$ cat src/rtl/botones_ar_pkg.sv
// Shared types and helpers for the parametrised button conditioner.
// Holds the per-channel FSM encoding and the counter width helper.
package botones_ar_pkg;

    typedef enum logic [1:0] {
        REPOSO           = 2'd0,
        CONFIRMA_PRESION = 2'd1,
        PRESIONADO       = 2'd2,
        CONFIRMA_SUELTA  = 2'd3
    } estado_boton_e;

    // Bits needed to hold 0..valor, never narrower than one bit.
    function automatic int ancho_contador(input int valor);
        int w;
        w = $clog2(valor + 1);
        return (w < 1) ? 1 : w;
    endfunction

endpackage

$ cat src/rtl/boton_ar_canal.sv
// One button channel: two-flop synchroniser, debounce FSM, long-press counter
// and optional toggle latch. Every output comes straight from a flop.
module boton_ar_canal
    import botones_ar_pkg::*;
#(
    parameter int CICLOS_ESTABLE  = 5,
    parameter int CICLOS_LARGO    = 20,
    parameter bit HABILITA_TOGGLE = 1'b1
) (
    input  logic clk,
    input  logic reset,
    input  logic boton_in,
    output logic estado,
    output logic pulso,
    output logic pulso_largo,
    output logic senal_toggle
);

    localparam int CNT_W   = ancho_contador(CICLOS_ESTABLE);
    localparam int LARGO_W = ancho_contador(CICLOS_LARGO);

    localparam logic [CNT_W-1:0]   CNT_MAX   = CNT_W'(CICLOS_ESTABLE);
    localparam logic [CNT_W-1:0]   CNT_UNO   = CNT_W'(1);
    localparam logic [LARGO_W-1:0] LARGO_MAX = LARGO_W'(CICLOS_LARGO);
    localparam logic [LARGO_W-1:0] LARGO_UNO = LARGO_W'(1);

    logic [1:0]         sync_q, sync_d;
    estado_boton_e      fsm_q, fsm_d;
    logic [CNT_W-1:0]   cnt_q, cnt_d;
    logic [LARGO_W-1:0] largo_q, largo_d;
    logic               estado_q, estado_d;
    logic               pulso_q, pulso_d;
    logic               pulso_largo_q, pulso_largo_d;
    logic               toggle_q, toggle_d;
    logic               s;

    assign s = sync_q[1];

    always_comb begin
        sync_d = {sync_q[0], boton_in};
    end

    always_comb begin
        fsm_d         = fsm_q;
        cnt_d         = cnt_q;
        largo_d       = largo_q;
        toggle_d      = toggle_q;
        pulso_d       = 1'b0;
        pulso_largo_d = 1'b0;

        case (fsm_q)
            REPOSO: begin
                largo_d = '0;
                if (s) begin
                    fsm_d = CONFIRMA_PRESION;
                    cnt_d = CNT_UNO;
                end
            end

            CONFIRMA_PRESION: begin
                if (!s) begin
                    fsm_d = REPOSO;
                    cnt_d = '0;
                end else if (cnt_q == CNT_MAX) begin
                    fsm_d   = PRESIONADO;
                    cnt_d   = '0;
                    largo_d = '0;
                    pulso_d = 1'b1;
                    if (HABILITA_TOGGLE) begin
                        toggle_d = ~toggle_q;
                    end
                end else begin
                    cnt_d = cnt_q + CNT_UNO;
                end
            end

            PRESIONADO: begin
                // Saturating count gives exactly one long pulse per press.
                if (largo_q != LARGO_MAX) begin
                    largo_d = largo_q + LARGO_UNO;
                    if (largo_d == LARGO_MAX) begin
                        pulso_largo_d = 1'b1;
                    end
                end
                if (!s) begin
                    fsm_d = CONFIRMA_SUELTA;
                    cnt_d = CNT_UNO;
                end
            end

            CONFIRMA_SUELTA: begin
                if (s) begin
                    fsm_d = PRESIONADO;
                    cnt_d = '0;
                end else if (cnt_q == CNT_MAX) begin
                    fsm_d   = REPOSO;
                    cnt_d   = '0;
                    largo_d = '0;
                end else begin
                    cnt_d = cnt_q + CNT_UNO;
                end
            end

            default: begin
                fsm_d   = REPOSO;
                cnt_d   = '0;
                largo_d = '0;
            end
        endcase

        estado_d = (fsm_d == PRESIONADO) || (fsm_d == CONFIRMA_SUELTA);
    end

    always_ff @(posedge clk) begin
        if (reset) begin
            sync_q        <= '0;
            fsm_q         <= REPOSO;
            cnt_q         <= '0;
            largo_q       <= '0;
            estado_q      <= 1'b0;
            pulso_q       <= 1'b0;
            pulso_largo_q <= 1'b0;
            toggle_q      <= 1'b0;
        end else begin
            sync_q        <= sync_d;
            fsm_q         <= fsm_d;
            cnt_q         <= cnt_d;
            largo_q       <= largo_d;
            estado_q      <= estado_d;
            pulso_q       <= pulso_d;
            pulso_largo_q <= pulso_largo_d;
            toggle_q      <= toggle_d;
        end
    end

    assign estado       = estado_q;
    assign pulso        = pulso_q;
    assign pulso_largo  = pulso_largo_q;
    assign senal_toggle = toggle_q;

endmodule

$ cat src/rtl/botones_ar_param.sv
// N-channel button conditioner: one independent boton_ar_canal per input,
// with no priority or interaction between channels.
module botones_ar_param
    import botones_ar_pkg::*;
#(
    parameter int                   N_BOTONES      = 4,
    parameter int                   CICLOS_ESTABLE = 5,
    parameter int                   CICLOS_LARGO   = 20,
    parameter logic [N_BOTONES-1:0] MASCARA_TOGGLE = {N_BOTONES{1'b1}}
) (
    input  logic                 clk,
    input  logic                 reset,
    input  logic [N_BOTONES-1:0] botones_in,
    output logic [N_BOTONES-1:0] estado,
    output logic [N_BOTONES-1:0] pulso,
    output logic [N_BOTONES-1:0] pulso_largo,
    output logic [N_BOTONES-1:0] senal_toggle
);

    for (genvar i = 0; i < N_BOTONES; i++) begin : g_canal
        boton_ar_canal #(
            .CICLOS_ESTABLE  (CICLOS_ESTABLE),
            .CICLOS_LARGO    (CICLOS_LARGO),
            .HABILITA_TOGGLE (MASCARA_TOGGLE[i])
        ) u_canal (
            .clk          (clk),
            .reset        (reset),
            .boton_in     (botones_in[i]),
            .estado       (estado[i]),
            .pulso        (pulso[i]),
            .pulso_largo  (pulso_largo[i]),
            .senal_toggle (senal_toggle[i])
        );
    end

endmodule

$ cat config.mk
export PLATFORM = sky130hd
export DESIGN_NAME = botones_ar_param
export DESIGN_NICKNAME = d
export VERILOG_FILES = /design/src/rtl/botones_ar_pkg.sv /design/src/rtl/boton_ar_canal.sv /design/src/rtl/botones_ar_param.sv
export SDC_FILE = /design/constraint.sdc
export NUM_CORES = 1
export LEC_CHECK = 0
export CAP_MARGIN = 20
export CORE_AREA = 4 4 89 70
export CTS_BUF_LIST = sky130_fd_sc_hd__clkbuf_16
export CTS_CLUSTER_SIZE = 30
export DETAILED_ROUTE_END_ITERATION = 6
export DIE_AREA = 0 0 93 74
export DONT_BUFFER_PORTS = 1
export PLACE_DENSITY = 0.74
export SYNTH_ARGS = -nofsm -noshare
export SYNTH_HDL_FRONTEND = slang
export SYNTH_SLANG_ARGS = --single-unit
$ cat constraint.sdc
create_clock -name clk -period 1.4 [get_ports clk]
set_input_delay 0.28 -clock clk [delete_from_list [all_inputs] [get_ports clk]]
set_output_delay 0.28 -clock clk [all_outputs]
set_load 0.005 [all_outputs]
==> results of run 1 <==
[sequential cells by signal, summed over array words and instances (netlist names)]
signal                        cells
g_canal.u_canal.estado            4
g_canal.u_canal.fsm_q             8
g_canal.u_canal.senal_toggle      4
g_canal.u_canal.largo_q          20
g_canal.u_canal.pulso             4
g_canal.u_canal.sync_q            8
g_canal.u_canal.cnt_q            12
g_canal.u_canal.pulso_largo       4
[stage by stage]
stage               setup slack, ns  utilization (%)  area [um^2]  setup TNS (ns)  total power, mW
floorplan                  -0.01875                -         3003        -0.01875            1.979
CTS                       -0.003212            64.56         3418       -0.003212            3.883
detailed placement         -0.03892            59.71         3162        -0.05307            1.981
finish                     -0.03149            66.19         3505        -0.03149            3.843
global placement            0.01011            59.71         3162               0            1.978
global route                -0.1102            66.19         3505         -0.2606            3.993
[cell families after synthesis]
| kind of cell | synth area share (%) |
|---|---|
| AO/OA/AOI/OAI | 13.84 |
| buffers and inverters | 8.236 |
| multiplexers | 3.971 |
| AND/OR/NAND/NOR | 25.54 |
| adder cells (fa/ha/maj) | 3.345 |
| XOR/XNOR | 2.258 |
| flip-flops | 42.81 |
[cells in the mapped netlist, types with 3 or more instances]
cell / n
a211oi_1: 10
o211ai_1: 5
o21ai_1: 6
nor3b_1: 8
or4_1: 4
nand2b_1: 14
nor2_1: 12
o21ai_0: 9
dfxtp_1: 64
nand3b_1: 7
buf_2: 7
inv_1: 11
buf_4: 16
nor2b_1: 21
and4b_1: 3
clkbuf_1: 6
nand3_1: 17
nor4b_1: 3
o32ai_1: 5
a221oi_1: 5
a21oi_1: 12
a31oi_1: 5
mux2_1: 3
nand2_1: 8
or3_1: 4
mux2_2: 4
mux2i_1: 4
ha_1: 8
nand4b_1: 10
[where the power goes]
group	internal (mW)	leakage (nW)	total (mW)	switching, mW
clock	1.16	0.127	1.89	0.733
sequential	1.85	0.523	1.86	0.0158
combinational	0.0518	0.602	0.0905	0.0387
[area by class of cell]
class / count / area (um^2)
multi-input combinational: 209 / 1540
clock inverter: 6 / 28.78
tap: 75 / 93.84
sequential: 64 / 1294
clock buffer: 9 / 225.2
fill: 435 / 1790
timing repair buffer: 37 / 281.5
inverter: 11 / 41.29
[routing by layer]
| metal | part of all wire [%] | wire, um | track usage [%] | up-vias |
|---|---|---|---|---|
| met5 | 0 | 0 | 0 | - |
| met4 | 1.3 | 74 | 5.854 | 0 |
| met3 | 4.6 | 269 | 7.988 | 6 |
| met2 | 46 | 2661 | 26.50 | 45 |
| met1 | 48 | 2787 | 20.76 | 1051 |
| li1 | - | - | - | 1166 |
[worst paths after layout]
path | start | endpoint | slack [ns] | cells after the start
worst max-delay path | g_canal[2].u_canal.largo_q[1] | g_canal[2].u_canal.largo_q[3] | -0.03 | 5
worst min-delay path | reset | g_canal[1].u_canal.senal_toggle | 0.03 | 1
worst max register to register | g_canal[2].u_canal.largo_q[1] | g_canal[2].u_canal.largo_q[3] | -0.03 | 5
worst min register to register | g_canal[3].u_canal.sync_q[0] | g_canal[3].u_canal.sync_q[1] | 0.44 | 1
[what timing repair did]
item | in CTS | in global routing
endpoints found under the hold margin | 0 | 0
cloned | 0 | 0
buffers inserted | 0 | 1
gates resized for setup | 2 | 21
hold buffers | 0 | 0
pin swaps | 4 | 4
setup endpoints to repair | 3 | 12
==> reports/qor.yml, run 1 <==
antenna_found_initial: 0
path_clk_slew_ns: 0.05
rsz0062_at_grt: "true"
cts_root_buffer: "clkbuf_16"
overflow: 0
clockBufferDepth: 2
powerDensity_nw_per_um2: 1096
async_reset_ff_share_pct: 0
synth_nets: 330
crit_buf_inv: 1
layout_setup_ws_ns: -0.03149
cp_slowest_cell: "or4b_1"
globalplace.congestion: 0.8086
die_h_um: 74
post-route-period-util_pct: 102.2
crit_path_max_incr_delay_ns: 0.47
stdcell_count: 411
layout-drive-gt1-share_pct: 24.70
wirelength_mm: 5.792
nets: 346
violations: "setup timing"
dr_total_vias: 2268
area_delta_synth_final_pct: 17.10
worst_pin_slew_ns: 0.3971
synth.yosys.warnings: 0
start_util_pct: 56.52
max_slew_margin_pct: 73.35
worstPathMaxFanout: 2
cp-start-kind: "flop"
synth.avg_cell_area_um2: 9.471
setup_viol: 1
drt_iter0_markers: 113
clock_latency_ns: 0.32
ys_seq_area_share_pct: 42.81
ys_seq_elements: 64
cts_max_level: 3
synth.distinct_cells: 44
drc_errors: 0
ant_nets: 0
grt_pass1_wl_mm: 9.080
hpwl_mm: 3.552
first_global_vias: 2070
final_cell_mix: "dfxtp_1 (54), buf_4 (36), nor2b_1 (21)"
grt.total_usage_pct: 16.92
dieArea_um2: 6882
path_cells: "inv_2 > ha_2 > and4b_4 > or4b_1 > a31oi_1"
synth_ff_type: "dfxtp_1"
cts.sinks: 64
period_minus_slack_ns: 1.431
final_common_cell: "dfxtp_1"
synth-edff-count: 0
wl_per_cell_um: 14.09
die_w_um: 93
dr.pass1.iters: 5
timing.hold.ws_ns: 0.02947
crit_required_ns: 1.65
slew_viol_final: 0
viasPerCell: 5.518
synth_top_cell_by_area: "dfxtp_1"
worstHoldPathType: "primary input to flop"
cts_buffers: 9
place_inst: 395
netlist_area_um2: 2993
crit_arrival_ns: 1.68
crit_type: "flop to flop"
end_kind: "flop"
leakagePower_nw: 1.252
skew_ns: 0.005959
ir_drop_uv: 845.5
crit_family: "simple AND/OR/NAND/NOR gates"
drv_cap: 0
max_freq_ghz: 0.6986
ios: 22
syn_inst: 316
n_antenna_cell: 0
cts_tree: "yes"
core_area_um2: 5295
io_buffers: 0
run_status: "complete, but fails checks"
rows: 23
synth_top_area_share_pct: 42.81
synth_area_leaders: "dfxtp_1 (43%), nor2b_1 (4.4%), buf_4 (4.0%)"
hold_viol: 0
grt_max_degree: 75
No activity file was read; power rests on OpenSTA's default activity.
==> run 2: changes to the inputs <==
--- a/config.mk
+++ b/config.mk
@@ -12,6 +12,7 @@
 export DETAILED_ROUTE_END_ITERATION = 6
 export DIE_AREA = 0 0 93 74
 export DONT_BUFFER_PORTS = 1
+export GPL_TIMING_DRIVEN = 0
 export PLACE_DENSITY = 0.74
 export SYNTH_ARGS = -nofsm -noshare
 export SYNTH_HDL_FRONTEND = slang
==> run 2 against run 1 <==
Against the previous run:
- the run now ends clean
- final cell count increased by 2.2%
- global-route usage increased by 1.5 points
- critical endpoint unchanged
- clock skew decreased by 0.0027 ns
- non-clock buffer count increased by 7
- largest cell class unchanged
- clock-buffer cell count unchanged
- final area increased by 2.6%
- sequential power about the same
- utilization increased by 1.7 points
==> reports/qor.yml, run 2 (synthesis results as in run 1) <==
timing.hold.ws_ns: 0.08105  # +0.05157 ns
hpwl_mm: 3.801  # +7.0%
intPower_mw: 3.250  # +6.4%
die_h_um: 74  # unchanged
startpoint: "g_canal[2].u_canal.largo_q[1]"
worst_pin_slew_ns: 0.6864  # +0.2893 ns
overflow: 0  # unchanged
hold-path-endpoint: "g_canal[1].u_canal.sync_q[0]"
crit_path_max_incr_delay_ns: 0.47  # about the same
grt_max_degree: 12  # -84%
post-route-period-util_pct: 98.81  # -3.4 points
r2r_end: "g_canal[2].u_canal.largo_q[3]"
drt_iter0_markers: 100  # -12%
viasPerCell: 5.538  # +0.36%
dr_total_vias: 2326  # +2.6%
grt.total_usage_pct: 18.40  # +1.5 points
antenna_found_initial: 1  # +1
hold_depth: 1  # unchanged
area_delta_synth_final_pct: 20.19
ios: 22  # unchanged
p_switching_uw: 889.7  # +13%
skew_ns: 0.003272  # -0.002687 ns
core_area_um2: 5295  # unchanged
cts_root_buffer: "clkbuf_16"
largest_register_ffs: 20  # unchanged
hold_viol: 0  # unchanged
clock_latency_ns: 0.33  # about the same
cp-start-kind: "flop"
cts.sinks: 64  # unchanged
globalplace.congestion: 0.8390  # +3.8%
crit_required_ns: 1.66  # about the same
io_buffers: 0  # unchanged
slew_viol_final: 0  # unchanged
drv_cap: 0  # unchanged
crit_arrival_ns: 1.64  # -0.04 ns
final_cell_mix: "dfxtp_1 (53), buf_4 (28), nor2b_1 (21)"
final_core_util_pct: 67.93  # +1.7 points
layout-drive-gt1-share_pct: 26.16  # +1.5 points
max_slew_margin_pct: 54.24  # -19 points
run_status: "completed"
worstHoldPathType: "primary input to flop"
rr_worst_depth: 5  # unchanged
worstPathMaxFanout: 4  # +2
largestRegisters: "g_canal.u_canal.largo_q x20, g_canal.u_canal.cnt_q x12"
path_clk_slew_ns: 0.05  # about the same
rows: 23  # unchanged
wirelength_mm: 6.061  # +4.6%
p_clk_share_pct: 52.1  # +2.9 points
max_freq_ghz: 0.7229  # +3.5%
final_common_cell: "dfxtp_1"
leakagePower_nw: 1.288  # +2.9%
powerDensity_nw_per_um2: 1151  # +5.0%
drc_errors: 0  # unchanged
path_cells: "inv_2 > ha_4 > and4b_4 > or4b_1 > a31oi_1"
p_seq_share_pct: 45.0  # -3.4 points
start_util_pct: 56.52  # unchanged
timing.rr.start: "g_canal[2].u_canal.largo_q[1]"
grt_pass1_wl_mm: 9.735  # +7.2%
wl_per_cell_um: 14.43  # +2.4%
rsz0062_at_grt: "true"
setup_viol: 0  # -1
end_kind: "flop"
p_sw_share_pct: 21.49  # +0.99 points
die_w_um: 93  # unchanged
first_global_vias: 2080  # +0.48%
crit_type: "flop to flop"
nets: 353  # +2.0%
top_register: "g_canal.u_canal.largo_q"
ir_drop_uv: 883.5  # +4.5%
clockBufferDepth: 2  # unchanged
cts_tree: "yes"
cp_slowest_cell: "or4b_1"
hold_start: "botones_in[1]"
p_comb_share_pct: 2.9  # +0.5 points
dr.pass1.iters: 4  # -1
cts_max_level: 3  # unchanged
cts_buffers: 9  # unchanged
fill_cells: 420  # -3.4%
rrSetupSlack_ns: 0.02  # +0.05 ns
dieArea_um2: 6882  # unchanged
ant_nets: 0  # unchanged
period_minus_slack_ns: 1.383  # -0.04822 ns
-- run 2: timing repair --
item	in CTS	in global routing
hold buffers	0	0
gates cloned	0	0
pin swaps	5	6
setup buffers	7	6
gates resized for setup	7	30
endpoints found under the setup margin	6	22
-- run 2: area by class of cell --
type                    instances  area, um^2  area share [%]
multi-input cells             209        1556           43.27
flip-flops and latches         64        1295           36.00
clock buffers                   9       225.2           6.261
plain buffers                  31       219.0           6.087
repair buffers                 13       101.3           2.817
well taps                      75       93.84           2.609
clock inverters                 7       62.56           1.739
inverters                      11       41.29           1.148
diodes                          1       2.502         0.06957
-- run 2: metal layers --
metal / wire length (um) / up-vias / track usage (%)
met5: 0 / - / 0
met4: 84 / 0 / 7.480
met3: 346 / 10 / 6.673
met2: 2786 / 45 / 28.25
met1: 2843 / 1084 / 23.82
li1: - / 1187 / -
-- run 2: how the worst max path moves through the flow --
stage	slack (ns)	to
floorplan	-0.02	g_canal[0].u_canal.largo_q[3]
global placement	-0.27	g_canal[2].u_canal.largo_q[0]
detailed placement	-0.29	g_canal[0].u_canal.largo_q[0]
CTS	0.003	g_canal[2].u_canal.largo_q[3]
global route	-0.03	g_canal[3].u_canal.largo_q[3]
finish	0.02	g_canal[2].u_canal.largo_q[3]
-- run 2: power groups by stage --
stage | registers (mW) | clock network [mW] | logic (mW)
floorplan | 1.90 | 0 | 0.0829
global placement | 1.90 | 0 | 0.109
detailed placement | 1.90 | 0 | 0.111
CTS | 1.86 | 2.20 | 0.112
global route | 1.87 | 2.27 | 0.129
finish | 1.86 | 2.16 | 0.118
-- run 2: through the flow --
stage / setup TNS, ns / cell area [um^2] / setup WS [ns] / power (mW) / cells
final: 0 / 3597 / 0.01673 / 4.140 / 420
after global routing: -0.08558 / 3597 / -0.03220 / 4.265 / 420
after detailed placement: -5.455 / 3097 / -0.2856 / 2.011 / 391
after global placement: -4.717 / 3097 / -0.2733 / 2.009 / 391
after floorplan: -0.01875 / 3003 / -0.01875 / 1.979 / 316
after CTS: 0 / 3462 / 0.002838 / 4.174 / 414
-- run 2: worst max-delay path: cells and delay by family, from the launching register on --
family | cells | cell delay [ns]
DFF | 1 | 0.33
AOI/OAI and AO/OA | 1 | 0.13
adders and majority gates | 1 | 0.15
and+or+nand+nor | 2 | 0.65
buffers and inverters | 1 | 0.05
